==> config.mk <==
export PLATFORM = sky130hd
export DESIGN_NAME = ysyx_25040111_wbu_flat
export DESIGN_NICKNAME = d
export VERILOG_FILES = /design/src/rtl/ysyx_25040111_pkg.sv /design/src/rtl/ysyx_25040111_wbu_if.sv /design/src/rtl/ysyx_25040111_wbu_ldext.sv /design/src/rtl/ysyx_25040111_wbu.sv /design/src/flat_wrapper.sv
export SDC_FILE = /design/constraint.sdc
export NUM_CORES = 1
export LEC_CHECK = 0
export BUFFER_PORTS_ARGS = -buffer_cell sky130_fd_sc_hd__buf_2
export CAP_MARGIN = 20
export CORE_AREA = 2 2 120 122
export CTS_BUF_LIST = sky130_fd_sc_hd__clkbuf_4
export DETAILED_ROUTE_END_ITERATION = 16
export DIE_AREA = 0 0 122 124
export PLACE_DENSITY_LB_ADDON = 0.15
export SYNTH_ARGS = -nofsm -noshare
export SYNTH_HDL_FRONTEND = slang
export SYNTH_SLANG_ARGS = --single-unit
==> constraint.sdc <==
create_clock -name clock -period 2.5 [get_ports clock]
set_input_delay 0.125 -clock clock [delete_from_list [all_inputs] [get_ports clock]]
set_output_delay 0.125 -clock clock [all_outputs]
set_load 0.02 [all_outputs]
==> src/rtl/ysyx_25040111_pkg.sv <==
// rtl/ysyx_25040111_pkg.sv - shared constants for the write-back unit
package ysyx_25040111_pkg;

    localparam logic [2:0] F3_LB  = 3'b000;
    localparam logic [2:0] F3_LH  = 3'b001;
    localparam logic [2:0] F3_LW  = 3'b010;
    localparam logic [2:0] F3_LBU = 3'b100;
    localparam logic [2:0] F3_LHU = 3'b101;

    localparam logic [1:0] WBU_IDLE     = 2'd0;
    localparam logic [1:0] WBU_WAIT_MEM = 2'd1;
    localparam logic [1:0] WBU_WRITE    = 2'd2;

endpackage

==> src/rtl/ysyx_25040111_wbu_if.sv <==
// rtl/ysyx_25040111_wbu_if.sv - retire, load-response, regfile and commit signals of the write-back unit
interface ysyx_25040111_wbu_if #(
    parameter int XLEN  = 32,
    parameter int RBITS = 4
);
    logic             in_valid;
    logic             in_ready;
    logic [RBITS-1:0] in_rd;
    logic             in_rd_wen;
    logic             in_is_load;
    logic [2:0]       in_funct3;
    logic [1:0]       in_addr_lo;
    logic [XLEN-1:0]  in_result;
    logic [XLEN-1:0]  in_pc;
    logic             mem_rvalid;
    logic             mem_rready;
    logic [XLEN-1:0]  mem_rdata;
    logic             rf_wen;
    logic [RBITS-1:0] rf_waddr;
    logic [XLEN-1:0]  rf_wdata;
    logic             commit_valid;
    logic [XLEN-1:0]  commit_pc;
    logic             pend_valid;
    logic [RBITS-1:0] pend_rd;

    modport master (
        output in_valid, in_rd, in_rd_wen, in_is_load, in_funct3, in_addr_lo,
               in_result, in_pc, mem_rvalid, mem_rdata,
        input  in_ready, mem_rready, rf_wen, rf_waddr, rf_wdata,
               commit_valid, commit_pc, pend_valid, pend_rd
    );

    modport slave (
        input  in_valid, in_rd, in_rd_wen, in_is_load, in_funct3, in_addr_lo,
               in_result, in_pc, mem_rvalid, mem_rdata,
        output in_ready, mem_rready, rf_wen, rf_waddr, rf_wdata,
               commit_valid, commit_pc, pend_valid, pend_rd
    );
endinterface

==> src/rtl/ysyx_25040111_wbu_ldext.sv <==
// rtl/ysyx_25040111_wbu_ldext.sv - combinational lane select and sign/zero extension of load data
module ysyx_25040111_wbu_ldext
    import ysyx_25040111_pkg::*;
#(
    parameter int XLEN = 32
) (
    input  logic [2:0]      funct3,
    input  logic [1:0]      addr_lo,
    input  logic [XLEN-1:0] rdata,
    output logic [XLEN-1:0] data
);
    logic [7:0]  byte_v;
    logic [15:0] half_v;

    // Halfword lane uses addr_lo[1] only; a misaligned bit 0 is silently dropped.
    assign byte_v = rdata[{addr_lo, 3'b000} +: 8];
    assign half_v = addr_lo[1] ? rdata[31:16] : rdata[15:0];

    always_comb begin
        data = rdata;
        case (funct3)
            F3_LB:   data = {{(XLEN-8){byte_v[7]}}, byte_v};
            F3_LH:   data = {{(XLEN-16){half_v[15]}}, half_v};
            F3_LBU:  data = {{(XLEN-8){1'b0}}, byte_v};
            F3_LHU:  data = {{(XLEN-16){1'b0}}, half_v};
            default: data = rdata;
        endcase
    end
endmodule

==> src/rtl/ysyx_25040111_wbu.sv <==
// rtl/ysyx_25040111_wbu.sv - write-back unit: retire handshake, load wait, regfile write and commit strobe
module ysyx_25040111_wbu
    import ysyx_25040111_pkg::*;
#(
    parameter int XLEN  = 32,
    parameter int RBITS = 4
) (
    input logic                 clock,
    input logic                 reset,
    ysyx_25040111_wbu_if.slave  bus
);
    logic [1:0]       state;
    logic [RBITS-1:0] rd_q;
    logic             rd_wen_q;
    logic             is_load_q;
    logic [2:0]       funct3_q;
    logic [1:0]       addr_lo_q;
    logic [XLEN-1:0]  pc_q;
    logic [XLEN-1:0]  data_q;
    logic [XLEN-1:0]  ext_data;
    logic             accept;
    logic             writes_reg;

    ysyx_25040111_wbu_ldext #(.XLEN(XLEN)) u_ldext (
        .funct3  (funct3_q),
        .addr_lo (addr_lo_q),
        .rdata   (bus.mem_rdata),
        .data    (ext_data)
    );

    // Ready signals depend only on state and reset so no input-to-output path exists.
    assign bus.in_ready   = (state == WBU_IDLE || state == WBU_WRITE) && !reset;
    assign bus.mem_rready = (state == WBU_WAIT_MEM) && !reset;
    assign accept         = bus.in_valid && bus.in_ready;
    assign writes_reg     = rd_wen_q && (rd_q != '0);

    always_ff @(posedge clock) begin
        if (reset) begin
            state     <= WBU_IDLE;
            rd_q      <= '0;
            rd_wen_q  <= 1'b0;
            is_load_q <= 1'b0;
            funct3_q  <= '0;
            addr_lo_q <= '0;
            pc_q      <= '0;
            data_q    <= '0;
        end else begin
            case (state)
                WBU_IDLE, WBU_WRITE: begin
                    if (accept) begin
                        rd_q      <= bus.in_rd;
                        rd_wen_q  <= bus.in_rd_wen;
                        is_load_q <= bus.in_is_load;
                        funct3_q  <= bus.in_funct3;
                        addr_lo_q <= bus.in_addr_lo;
                        pc_q      <= bus.in_pc;
                        if (bus.in_is_load) begin
                            state <= WBU_WAIT_MEM;
                        end else begin
                            data_q <= bus.in_result;
                            state  <= WBU_WRITE;
                        end
                    end else begin
                        state <= WBU_IDLE;
                    end
                end
                WBU_WAIT_MEM: begin
                    if (bus.mem_rvalid) begin
                        data_q <= ext_data;
                        state  <= WBU_WRITE;
                    end
                end
                default: state <= WBU_IDLE;
            endcase
        end
    end

    // In WRITE the regfile forwards the data, so pending still reports the rd there.
    assign bus.rf_wen       = (state == WBU_WRITE) && writes_reg;
    assign bus.rf_waddr     = rd_q;
    assign bus.rf_wdata     = data_q;
    assign bus.commit_valid = (state == WBU_WRITE);
    assign bus.commit_pc    = pc_q;
    assign bus.pend_valid   = (state == WBU_WAIT_MEM || state == WBU_WRITE) && writes_reg;
    assign bus.pend_rd      = rd_q;

    logic unused_ok;
    assign unused_ok = is_load_q;
endmodule

==> src/flat_wrapper.sv <==
// flat-port wrapper written by rule: the top's interface ports become plain ports
module ysyx_25040111_wbu_flat import ysyx_25040111_pkg::*;
#(
    parameter int XLEN  = 32,
    parameter int RBITS = 4
)
  (clock, reset, bus_in_valid, bus_in_rd, bus_in_rd_wen, bus_in_is_load, bus_in_funct3, bus_in_addr_lo, bus_in_result, bus_in_pc, bus_mem_rvalid, bus_mem_rdata, bus_in_ready, bus_mem_rready, bus_rf_wen, bus_rf_waddr, bus_rf_wdata, bus_commit_valid, bus_commit_pc, bus_pend_valid, bus_pend_rd);
  ysyx_25040111_wbu_if #(.XLEN(XLEN), .RBITS(RBITS)) bus_i ();
  input logic clock;
  input logic reset;
  input wire logic [$bits(bus_i.in_valid)-1:0] bus_in_valid;
  input wire logic [$bits(bus_i.in_rd)-1:0] bus_in_rd;
  input wire logic [$bits(bus_i.in_rd_wen)-1:0] bus_in_rd_wen;
  input wire logic [$bits(bus_i.in_is_load)-1:0] bus_in_is_load;
  input wire logic [$bits(bus_i.in_funct3)-1:0] bus_in_funct3;
  input wire logic [$bits(bus_i.in_addr_lo)-1:0] bus_in_addr_lo;
  input wire logic [$bits(bus_i.in_result)-1:0] bus_in_result;
  input wire logic [$bits(bus_i.in_pc)-1:0] bus_in_pc;
  input wire logic [$bits(bus_i.mem_rvalid)-1:0] bus_mem_rvalid;
  input wire logic [$bits(bus_i.mem_rdata)-1:0] bus_mem_rdata;
  output wire logic [$bits(bus_i.in_ready)-1:0] bus_in_ready;
  output wire logic [$bits(bus_i.mem_rready)-1:0] bus_mem_rready;
  output wire logic [$bits(bus_i.rf_wen)-1:0] bus_rf_wen;
  output wire logic [$bits(bus_i.rf_waddr)-1:0] bus_rf_waddr;
  output wire logic [$bits(bus_i.rf_wdata)-1:0] bus_rf_wdata;
  output wire logic [$bits(bus_i.commit_valid)-1:0] bus_commit_valid;
  output wire logic [$bits(bus_i.commit_pc)-1:0] bus_commit_pc;
  output wire logic [$bits(bus_i.pend_valid)-1:0] bus_pend_valid;
  output wire logic [$bits(bus_i.pend_rd)-1:0] bus_pend_rd;
  assign bus_i.in_valid = bus_in_valid;
  assign bus_i.in_rd = bus_in_rd;
  assign bus_i.in_rd_wen = bus_in_rd_wen;
  assign bus_i.in_is_load = bus_in_is_load;
  assign bus_i.in_funct3 = bus_in_funct3;
  assign bus_i.in_addr_lo = bus_in_addr_lo;
  assign bus_i.in_result = bus_in_result;
  assign bus_i.in_pc = bus_in_pc;
  assign bus_i.mem_rvalid = bus_mem_rvalid;
  assign bus_i.mem_rdata = bus_mem_rdata;
  assign bus_in_ready = bus_i.in_ready;
  assign bus_mem_rready = bus_i.mem_rready;
  assign bus_rf_wen = bus_i.rf_wen;
  assign bus_rf_waddr = bus_i.rf_waddr;
  assign bus_rf_wdata = bus_i.rf_wdata;
  assign bus_commit_valid = bus_i.commit_valid;
  assign bus_commit_pc = bus_i.commit_pc;
  assign bus_pend_valid = bus_i.pend_valid;
  assign bus_pend_rd = bus_i.pend_rd;
  ysyx_25040111_wbu #(.XLEN(XLEN), .RBITS(RBITS)) u_core (.clock(clock), .reset(reset), .bus(bus_i));
endmodule
# After elaboration in Yosys (flattened, before gate mapping)
# Cells that the tools add are included.
# op_classes
eq_ne,8
n_shift,1
mux,10
n_reduce_logical,16
# op_table
op,n
$pmux W32 S4,1
$mux W32,3
$pmux W32 S2,1
$shiftx A32 B6 Y8,1
$mux W16,1
$eq A3 B3 Y1 const B,2
$logic_and A1 B1 Y1,6
$mux W2,3
$ne A2 B2 Y1 const B,2
$pmux W2 S2,1
$reduce_and A4 Y1,1
$reduce_bool A4 Y1,1
$eq A3 B1 Y1 const B,1
$logic_not A3 Y1,1
$eq A2 B1 Y1 const B,1
$eq A2 B2 Y1 const B,1
$logic_not A2 Y1,1
$logic_or A1 B1 Y1,2
$ne A2 B1 Y1 const B,1
$reduce_and A2 Y1,1
$reduce_bool A2 Y1,1
$reduce_or A2 Y1,1
$logic_not A1 Y1,1
# word_totals
register_bits,76
input_bits,111
output_inout_bits,77
word_cells,42

# Logic depth before layout (Yosys ltp)
# Gate-level depths: netlist (run 1).
# logic_depth
word_depth,6
mapped_depth,8
depth_no_buf,6

# Hierarchy
# From an unflattened synthesis (run 1), not the netlist that was laid out.
# hier_totals
hier_cells,479
hier_area_um2,4195.3
# modules_own_cells
module,n_inst,cells_per_inst,area_each_um2,seq_area_each_um2
ysyx_25040111_wbu,1,361,3434.5,1521.5
ysyx_25040111_wbu_ldext,1,118,760.7,0.0

# Least setup slack after synthesis (run 1)
# No wires, ideal clock.
# synth_timing
path_kind,register to register
start,register u_core.state[0]
end,"register u_core.data_q[20], in the netlist u_core.bus.rf_wdata[20]"
setup_ns,0.092
arrival_time_ns,1.858
required_time_ns,2.408
path_slack_ns,0.549
stages_incl_launch_ff,8
path_buffers,1
synth_period_minus_slack_ns,1.951
cell_sequence,dfxtp_1 > inv_1 > ha_1 > o21bai_4 > o31a_1 > buf_6 > or4_1 > o32ai_1
# synth_via
elab_chain_len,6
word_cells_on_any_way,13
cone_classes,5 x eq/ne; 1 x mux; 7 x reduce/logical
# synth_rtl
item,line_no,source
"start, declared",ysyx_25040111_wbu.sv:12,logic [1:0] state;
"start signal, assigned",ysyx_25040111_wbu.sv:39,state <= WBU_IDLE;
"start signal, assigned",ysyx_25040111_wbu.sv:58,state <= WBU_WAIT_MEM;
"start signal, assigned",ysyx_25040111_wbu.sv:61,state <= WBU_WRITE;
$eq A2 B2 Y1 *,n/a,
named net bus_commit_valid,flat_wrapper.sv:26,output wire logic [$bits(bus_i.commit_valid)-1:0] bus_commit_valid;
$logic_or A1 B1 Y1,ysyx_25040111_wbu.sv:32,assign bus.in_ready = (state == WBU_IDLE || state == WBU_WRITE) && !reset;
$logic_and A1 B1 Y1,ysyx_25040111_wbu.sv:32,
$logic_and A1 B1 Y1,ysyx_25040111_wbu.sv:34,assign accept = bus.in_valid && bus.in_ready;
$ne A2 B1 Y1 (no line),n/a,
$reduce_and A4 Y1 (no line),n/a,
"end signal, assigned",ysyx_25040111_wbu.sv:60,data_q <= bus.in_result;
"end signal, assigned",ysyx_25040111_wbu.sv:69,data_q <= ext_data;
"end, declared",ysyx_25040111_wbu.sv:19,logic [XLEN-1:0] data_q;
# Mark *: on every way through the listed nets, which the timed path passes. The rest lies on a longest branch.
# A chain may end at the register's enable or synchronous reset.

# Final worst setup path (run 1)
# layout_timing
start,register u_core.state[0]
end,"register u_core.data_q[21], in the netlist u_core.bus.rf_wdata[21]"
# layout_via
elab_chain_len,6
word_cells_on_any_way,13
cone_classes,5 x eq/ne; 1 x mux; 7 x reduce/logical
# layout_rtl
item,line_no
$eq A2 B2 Y1 or $logic_not A2 Y1 (tied branches),"ysyx_25040111_wbu.sv:32, ysyx_25040111_wbu.sv:48"
$logic_or A1 B1 Y1,ysyx_25040111_wbu.sv:32
$logic_and A1 B1 Y1,ysyx_25040111_wbu.sv:32
$logic_and A1 B1 Y1,ysyx_25040111_wbu.sv:34
$ne A2 B1 Y1 (no line),n/a
$reduce_and A4 Y1 (no line),n/a
# Several ways; a longest one is shown, not always the timed one.

==> flow_summary_export.csv, run 1 <==
group,metric,value,unit
status,status,"completed",
die,start_util,29.9,%
synthesis,yosysSeqAreaShare,37.1,%
global_routing,grt_max_degree,97,
placement,io_buffers,187,
hold_path,hold_path_end,"u_core.bus.rf_wdata[17]",
hold_path,min_from,"bus_in_result[17]",
setup_path,rr_worst_depth,7,
synthesis,synth-edff-count,0,
setup_path,reg2reg_slack,310,ps
placement,gp_routability_congestion,0.850,
power,p_int,1.95,mW
route,drt_pass1_iterations,4,
setup_path,cp-startpoint,"u_core.state[0]",
clocking,cts_max_path_buffers,2,
power,pwr_density_cell,493,mW/mm²
synthesis,ys_seq_elements,76,
hold_path,hold_depth,4,
setup_path,path_class,"flop to flop",
power,vdd_ir_drop_max,0.000237,V
die,core_area,0.0137,mm²
clocking,cts.sinks,76,
global_routing,grt_pass1_wl,21.4,mm
synthesis,synthArstFlopShare,0,%
clocking,cts_htree_levels,3,
route,drt_iter0_drc,228,
power,combPwrFrac,26.3,%
cells_and_area,nets,853,
sta,fin_worst_skew,15.3,ps
die,die_h,124,µm
sta,rsz0062_at_grt,"false",
clocking,root_buffer,"clkbuf_4",
setup_path,worst_r2r_endpoint,"u_core.bus.rf_wdata[21]",
synthesis,synth_mux_area_share,2.99,%
route,wl_per_cell,15.2,µm
synthesis,synth_compound_area_share,22.8,%
power,p_leak,2.47,nW
clocking,cts_inserted_buffers,9,
sta,tightest_slew,904,ps
synthesis,syn_area_per_cell,7.90,µm²
global_routing,grt.total_usage,18.2,%
setup_path,required,2850,ps
clocking,clkLatencyLatePin,450,ps
cells_and_area,antenna_cells,0,
die,num_rows,43,
synthesis,synth_flop_cell,"dfxtp_1",
die,fp.dieW,122,µm
sta,fmax,0.457,GHz
clocking,clk_pin_slew_worst_paths,130,ps
setup_path,reg2reg_from,"u_core.state[0]",
cells_and_area,mostFrequentLayoutCells,"187 x buf_2, 78 x nand2_1, 76 x dfxtp_1",
cells_and_area,drive_above_1_share,30.4,%
placement,placed_cell_area,0.00512,mm²
setup_path,crit_path_max_fanout,12,
setup_path,endpoint_kind,"flop",
power,seqPwrFrac,46.7,%
synthesis,synth_xor_area_share,0,%
power,sw_frac_of_total,33.1,%
sta,hold_viol_final,0,
hold_path,hold_path.class,"input pin to flop",
synthesis,synth_top_family_by_area,"simple AND/OR/NAND/NOR gates",
synthesis,postSynthCellCount,519,
cells_and_area,final_area,0.00590,mm²
global_routing,antenna_found_initial,1,
synthesis,yosysWarnings,0,
sta,fin_crit_sh,87.6,%
sta,slew-limit-headroom,39.4,%
route,vias,4567,
setup_path,start_kind,"flop",
power,power_frac_clock,27.0,%
sta,setup_viol,0,
placement,dp_hpwl,9.83,mm
synthesis,synth.cell_area,0.00410,mm²
route,wirelength,14.0,mm
sta,fin_tns_setup,0,ps
route,ant_nets,0,
sta,min_period,2190,ps
synthesis,synthesis.nets,633,
cells_and_area,layout_commonest_cell,"buf_2",
synthesis,synthAdderAreaFrac,0.915,%
global_routing,grt_pass1_vias,4416,
clocking,cts_tree,"yes",
cells_and_area,synthToLayoutAreaGrowth,43.8,%
run,cap_violations,0,
die,io_pins,188,
power,p_sw,963,µW
synthesis,ys_types,44,
synthesis,synthSimpleGateAreaFrac,27.5,%
global_routing,overflow,0,
die,die_area,0.0151,mm²
clocking,cts_setup_buffers,0,
route,via_per_inst,4.94,
sta,drv_slew,0,
route,drcViolationCount,0,
setup_path,cp.arrival,2540,ps
Yosys cell counts (all sizes together), types with 16 or more instances:
cell	instances	area share, %
o32ai	19	4.1
buf	20	3.3
o21ai	51	6.2
dfxtp	76	37
nor2	26	2.4
or4	19	3.5
nand2	79	7.2
nor3	19	2.4
inv	27	2.5
clkbuf	31	2.8
nand2b	55	8.4
a21oi	16	2.0
power by group through the flow:
stage                     clock network, mW  logic (mW)  registers (mW)
final                                 0.786       0.765            1.36
after global routing                  0.863       0.835            1.37
after CTS                             0.826       0.764            1.36
after detailed placement                  0       0.687            1.38
after global placement                    0       0.680            1.38
after floorplan                           0       0.342            1.47
worst max path at each step:
stage / cells after the start / endpoint / slack (ps)
detailed placement: 7 / u_core.bus.rf_wdata[10] / 150
global route: 7 / u_core.bus.rf_wdata[15] / 80
global placement: 7 / u_core.bus.rf_wdata[14] / 270
CTS: 7 / u_core.bus.rf_wdata[1] / 120
finish: 7 / u_core.bus.rf_wdata[21] / 310
floorplan: 7 / u_core.bus.rf_wdata[20] / 550
per-stage QoR:
stage               power [mW]  hold WS [ps]  util, %  cells  setup WS [ps]
finish                    2.91          47.4     43.0    924            310
CTS                       2.95        0.0653     43.0    924            116
global route              3.07          33.3     43.0    924           77.6
detailed placement        2.07           326     37.3    845            152
floorplan                 1.81           233        -    519            549
global placement          2.06           318     37.3    845            272
repair_timing:
item,in CTS,in global routing
gates resized for setup,0,2
endpoints found under the setup margin,0,26
hold buffers,63,0
hold endpoints to repair,63,0
sequential cells by signal, indices dropped and copies added, names as in the netlist:
name	flops
u_core.state	2
u_core.bus.pend_rd	4
u_core.addr_lo_q	2
u_core.bus.rf_wdata	32
u_core.funct3_q	3
u_core.bus.commit_pc	32
u_core.rd_wen_q	1
cell families (layout without fill, tap and decap cells):
logic type,Yosys count,count (layout)
multiplexers,11,11
AO/OA/AOI/OAI,134,134
adder cells (fa/ha/maj),3,3
buffers and inverters,79,304
AND/OR/NAND/NOR,216,216
flip-flops,76,76
final cells by class:
| class | count | area [µm²] |
|---|---|---|
| fillers | 1414 | 7820 |
| multi-input cells | 364 | 2240 |
| repair buffers | 260 | 1670 |
| flip-flops and latches | 76 | 1520 |
| well taps | 180 | 225 |
| inverters | 28 | 105 |
| clock buffers | 10 | 75.1 |
| clock inverters | 6 | 65.1 |
worst max-delay path: stages (launching register included):
cell     delay [ps]
dfxtp_1         460
inv_1           110
ha_1            270
o21ai_0         260
nand2_2         200
buf_4           210
or4_1           470
o32ai_1         120
routing by layer:
metal	global-route usage [%]	part of all wire, %
met5	0	0.093
met4	9.63	2.9
met3	4.49	7.0
met2	30.6	48
met1	21.4	42
No activity file was read; power rests on OpenSTA's default activity.
==> inputs of run 2 (changes only) <==
clock period = 2.8 ns   (was 2.5 ns; I/O delays follow)
==> run 2 against run 1 <==
Compared with the run above:
- core utilization decreased by 0.26 points
- sequential share of layout area increased by 0.16 points
- count of clock-buffer cells in the layout increased by 1
- register-to-register slack improved by 140 ps
- clock skew decreased by 3.2 ps
- final cell count decreased by 0.11%
- sequential power decreased by 10%
- clock power decreased by 7.6%
==> flow_summary_export.csv, run 2 (same netlist as run 1, synthesis figures left out) <==
group,metric,value,unit
sta,tightest_slew,1020,ps
clocking,hold_buffers,60,
global_routing,grt-busiest-layer,"met2",
setup_path,start_kind,"flop",
power,p_leak,2.45,nW
global_routing,met1_usage,22.0,%
placement,dp_hpwl,10.0,mm
setup_path,cpMaxStageDelayCell,"ha_2",
power,pwr_density_cell,447,mW/mm²
clocking,cts_tree,"yes",
cells_and_area,nets,850,
placement,placed_cell_area,0.00511,mm²
sta,slew-limit-headroom,31.4,%
cells_and_area,drive_above_1_share,30.2,%
clocking,cts_setup_buffers,0,
setup_path,max_stage_delay,550,ps
placement,dp_slack,445,ps
die,start_util,29.9,%
setup_path,cp.arrival,2280,ps
clocking,cts_htree_levels,3,
clocking,clkLatencyLatePin,470,ps
cells_and_area,fin_util,42.7,%
global_routing,grtUsageMet3,4.85,%
sta,worst_hold_slack,26.0,ps
setup_path,cpLargestDelayFamily,"buffers and inverters",
sta,drv_slew,0,
cells_and_area,instances_no_fill,923,
placement,io_buffers,187,
global_routing,grt_pass1_vias,4308,
cells_and_area,layout_commonest_cell,"buf_2",
clocking,cts.sinks,76,
setup_path,crit_buf_inv,2,
global_routing,grt_max_degree,97,
die,die_h,124,µm
status,status,"completed",
route,via_per_inst,4.96,
placement,gp_routability_congestion,0.822,
setup_path,required,2660,ps
clocking,root_buffer,"clkbuf_4",
setup_path,path_class,"flop to output pin",
clocking,cts_resized,0,
cells_and_area,fill_cells,1409,
setup_path,endpoint_kind,"output pin",
global_routing,antenna_found_initial,3,
sta,fin_ws,384,ps
sta,fin_crit_sh,86.3,%
run,cap_violations,0,
sta,rsz0062_at_grt,"false",
route,wirelength,14.5,mm
global_routing,overflow,0,
die,die_area,0.0151,mm²
route,vias,4575,
clocking,cts_max_path_buffers,2,
hold_path,hold_path.class,"input pin to flop",
cells_and_area,regArea,0.00152,mm²
route,drcViolationCount,0,
clocking,clk_pin_slew_worst_paths,130,ps
die,core_area,0.0137,mm²
global_routing,grt_use_met2,31.4,%
die,num_rows,43,
power,vdd_ir_drop_max,0.000202,V
cells_and_area,synthToLayoutAreaGrowth,42.9,%
sta,hold_viol_final,0,
sta,fin_tns_setup,0,ps
global_routing,grt_pass1_wl,21.9,mm
sta,fin_worst_skew,12.1,ps
cells_and_area,multiInputGateArea,0.00223,mm²
cells_and_area,final_area,0.00586,mm²
setup_path,path_cells,"ha_2 -> buf_4 -> nor2b_1 -> buf_2",
clocking,cts_inserted_buffers,9,
sta,fmax,0.414,GHz
route,drt_iter0_drc,307,
sta,min_period,2420,ps
global_routing,grt.total_usage,18.7,%
placement,dpl.cell_count,845,
route,drt_pass1_iterations,6,
setup_path,crit_path_max_fanout,34,
power,power.total,2.62,mW
cells_and_area,mostFrequentLayoutCells,"187 x buf_2, 79 x nand2_1, 76 x dfxtp_1",
die,fp.dieW,122,µm
sta,setup_viol,0,
route,wl_per_cell,15.7,µm
route,ant_nets,0,
die,io_pins,188,
-- run 2: changes by cell type in the layout (fill, tap and decap cells not counted), sizes merged --
cell         previous run  this run
clkbuf                 10        11
clkinv                  5         3
clkinvlp                1         2
diode                   0         2
dlygate4sd3            63        60
-- run 2: report_power, final --
group / switching (mW) / total (mW) / internal (mW)
Sequential: 0.0612 / 1.22 / 1.16
Clock: 0.431 / 0.726 / 0.295
Combinational: 0.384 / 0.675 / 0.291
Total: 0.876 / 2.62 / 1.74
-- run 2: worst reg2reg max path: cells and delay by family, from the launching register on --
family	cells	cell delay, ps
AND/OR/NAND/NOR	1	600
AO/OA/AOI/OAI	3	500
buffers and inverters	2	490
flip-flops	1	380
adder cells (fa/ha/maj)	1	270
-- run 2: path summary, 6_finish.rpt --
check | startpoint | endpoint | cells past startpoint | slack (ps)
hold / removal | bus_in_result[21] | u_core.bus.rf_wdata[21] | 4 | 30
setup reg to reg | u_core.state[0] | u_core.bus.rf_wdata[24] | 7 | 450
setup / recovery | u_core.state[0] | bus_mem_rready | 4 | 380
hold reg to reg | u_core.bus.commit_pc[29] | u_core.bus.commit_pc[29] | 2 | 480
-- run 2: metal layers --
metal	part of all wire (%)	wire length, µm
met1	41	5940
met2	49	7040
met3	7.1	1030
met4	3.1	450
met5	0.076	11
-- run 2: area by class of cell --
type                       count  share of cell area (%)
antenna                        2                  0.0854
multi-input combinational    364                    38.1
inverter                      28                    1.79
sequential                    76                    26.0
tap                          180                    3.84
clock buffer                  11                    1.41
clock inverter                 5                    1.07
timing repair buffer         257                    27.7
==> inputs of run 3 (changes only) <==
REMOVE_ABC_BUFFERS = 1   (was unset)
clock period = 2.4 ns   (was 2.8 ns; I/O delays follow)
==> run 3 against run 2 <==
Compared with the run above:
- die area stayed put
- clock power is 15% higher
- clock skew is 2.5 ps lower
- wire length is 1.5% lower
- register-to-register slack worse by 240 ps
- non-clock buffer count is 14 higher
- final cell count is 1.6% higher
- hold slack better by 23 ps
- power is 17% higher
- global-route usage is 0.074 points lower
- worst setup slack worse by 180 ps
- design area is 2.4% higher
==> flow_summary_export.csv, run 3 (same netlist as run 1, synthesis figures left out) <==
group,metric,value,unit
sta,fin_crit_sh,91.3,%
placement,placed_cell_area,0.00514,mm²
route,drt_pass1_iterations,5,
setup_path,endpoint_kind,"flop",
setup_path,required,2760,ps
global_routing,grt_pass1_wl,21.8,mm
die,die_h,124,µm
route,ant_nets,0,
route,drt_iter0_drc,234,
cells_and_area,synthToLayoutAreaGrowth,46.4,%
clocking,clk_pin_slew_worst_paths,130,ps
setup_path,start_kind,"flop",
die,start_util,29.9,%
route,drcViolationCount,0,
route,vias,4536,
placement,gp_routability_congestion,0.903,
cells_and_area,instances_no_fill,938,
clocking,clkLatencyLatePin,460,ps
global_routing,grt.total_usage,18.6,%
clocking,cts_tree,"yes",
cells_and_area,layout_commonest_cell,"buf_2",
sta,min_period,2190,ps
status,status,"completed",
sta,fin_tns_setup,0,ps
cells_and_area,fill_cells,1413,
cells_and_area,final_area,0.00600,mm²
power,power.total,3.06,mW
die,io_pins,188,
route,wl_per_cell,15.2,µm
die,num_rows,43,
clocking,root_buffer,"clkbuf_4",
global_routing,antenna_found_initial,3,
power,vdd_ir_drop_max,0.000310,V
setup_path,crit_buf_inv,3,
setup_path,path_class,"flop to flop",
clocking,cts.sinks,76,
sta,fin_worst_skew,9.64,ps
die,core_area,0.0137,mm²
power,pwr_density_cell,509,mW/mm²
global_routing,grt_max_degree,97,
placement,dpl.cell_count,848,
die,fp.dieW,122,µm
power,p_leak,2.52,nW
sta,fmax,0.456,GHz
setup_path,max_stage_delay,600,ps
sta,worst_hold_slack,49.2,ps
hold_path,hold_path.class,"input pin to flop",
sta,rsz0062_at_grt,"false",
setup_path,path_cells,"inv_1 -> ha_1 -> o21bai_4 -> nor2_4 -> buf_4 -> nand3_1 -> a21oi_1 -> dlygate4sd3_1",
setup_path,cpMaxStageDelayCell,"dlygate4sd3_1",
sta,hold_viol_final,0,
die,die_area,0.0151,mm²
cells_and_area,nets,864,
placement,io_buffers,187,
route,via_per_inst,4.84,
sta,tightest_slew,1020,ps
clocking,cts_max_path_buffers,2,
run,cap_violations,0,
global_routing,grt_pass1_vias,4290,
cells_and_area,mostFrequentLayoutCells,"187 x buf_2, 78 x nand2_1, 76 x dfxtp_1",
setup_path,cp.arrival,2550,ps
placement,dp_hpwl,9.63,mm
setup_path,crit_path_max_fanout,19,
route,wirelength,14.2,mm
global_routing,overflow,0,
sta,drv_slew,0,
sta,setup_viol,0,
cells_and_area,drive_above_1_share,30.3,%
clocking,cts_inserted_buffers,9,
clocking,cts_htree_levels,3,
sta,slew-limit-headroom,31.8,%
setup_path,cpLargestDelayFamily,"buffers and inverters",
[run 3: worst register-to-register path: stages (launching register included)]
cell,delay [ps]
dfxtp_1,470
inv_1,120
ha_1,260
o21bai_4,230
nor2_4,60
buf_4,200
nand3_1,90
a21oi_1,70
dlygate4sd3_1,600
[run 3: through the flow]
step           worst slack, ps  utilization, %
2_1_floorplan            -1270               -
3_3_place_gp               170            37.4
4_1_cts                    101            43.7
3_5_place_dp              36.7            37.4
5_1_grt                   55.2            43.8
6_report                   208            43.8
[run 3: worst paths after layout]
kind	start	end	slack (ps)	cells after the start
min	bus_in_result[30]	u_core.bus.rf_wdata[30]	50	4
min reg2reg	u_core.bus.rf_wdata[28]	u_core.bus.rf_wdata[28]	480	2
max reg2reg	u_core.state[0]	u_core.state[0]	210	8
max	u_core.state[0]	u_core.state[0]	210	8
[run 3: where the power goes]
part	switching [mW]	internal (mW)
Sequential	0.0641	1.35
Clock	0.511	0.322
Combinational	0.454	0.355
[run 3: final cells by class]
class / count / area (µm²) / share of cell area, %
multi-input cells: 364 / 2240 / 37.4
repair buffers: 271 / 1760 / 29.3
flip-flops and latches: 76 / 1520 / 25.3
well taps: 180 / 225 / 3.75
inverters: 28 / 105 / 1.75
clock inverters: 7 / 76.3 / 1.27
clock buffers: 9 / 67.6 / 1.13
diodes: 3 / 7.51 / 0.125
[run 3: metal layers]
metal	GRT usage, %	share of wire (%)
met2	31.0	50
met5	0	0
met4	9.05	2.6
met3	3.89	4.2
met1	22.9	43
[run 3: timing repair]
item                                    in CTS  in global routing
endpoints found under the hold margin       70                  0
endpoints found under the setup margin       2                 32
gates resized for setup                      1                  1
setup buffers                                0                  0
hold buffers                                71                  0
pin swaps                                    0                  0
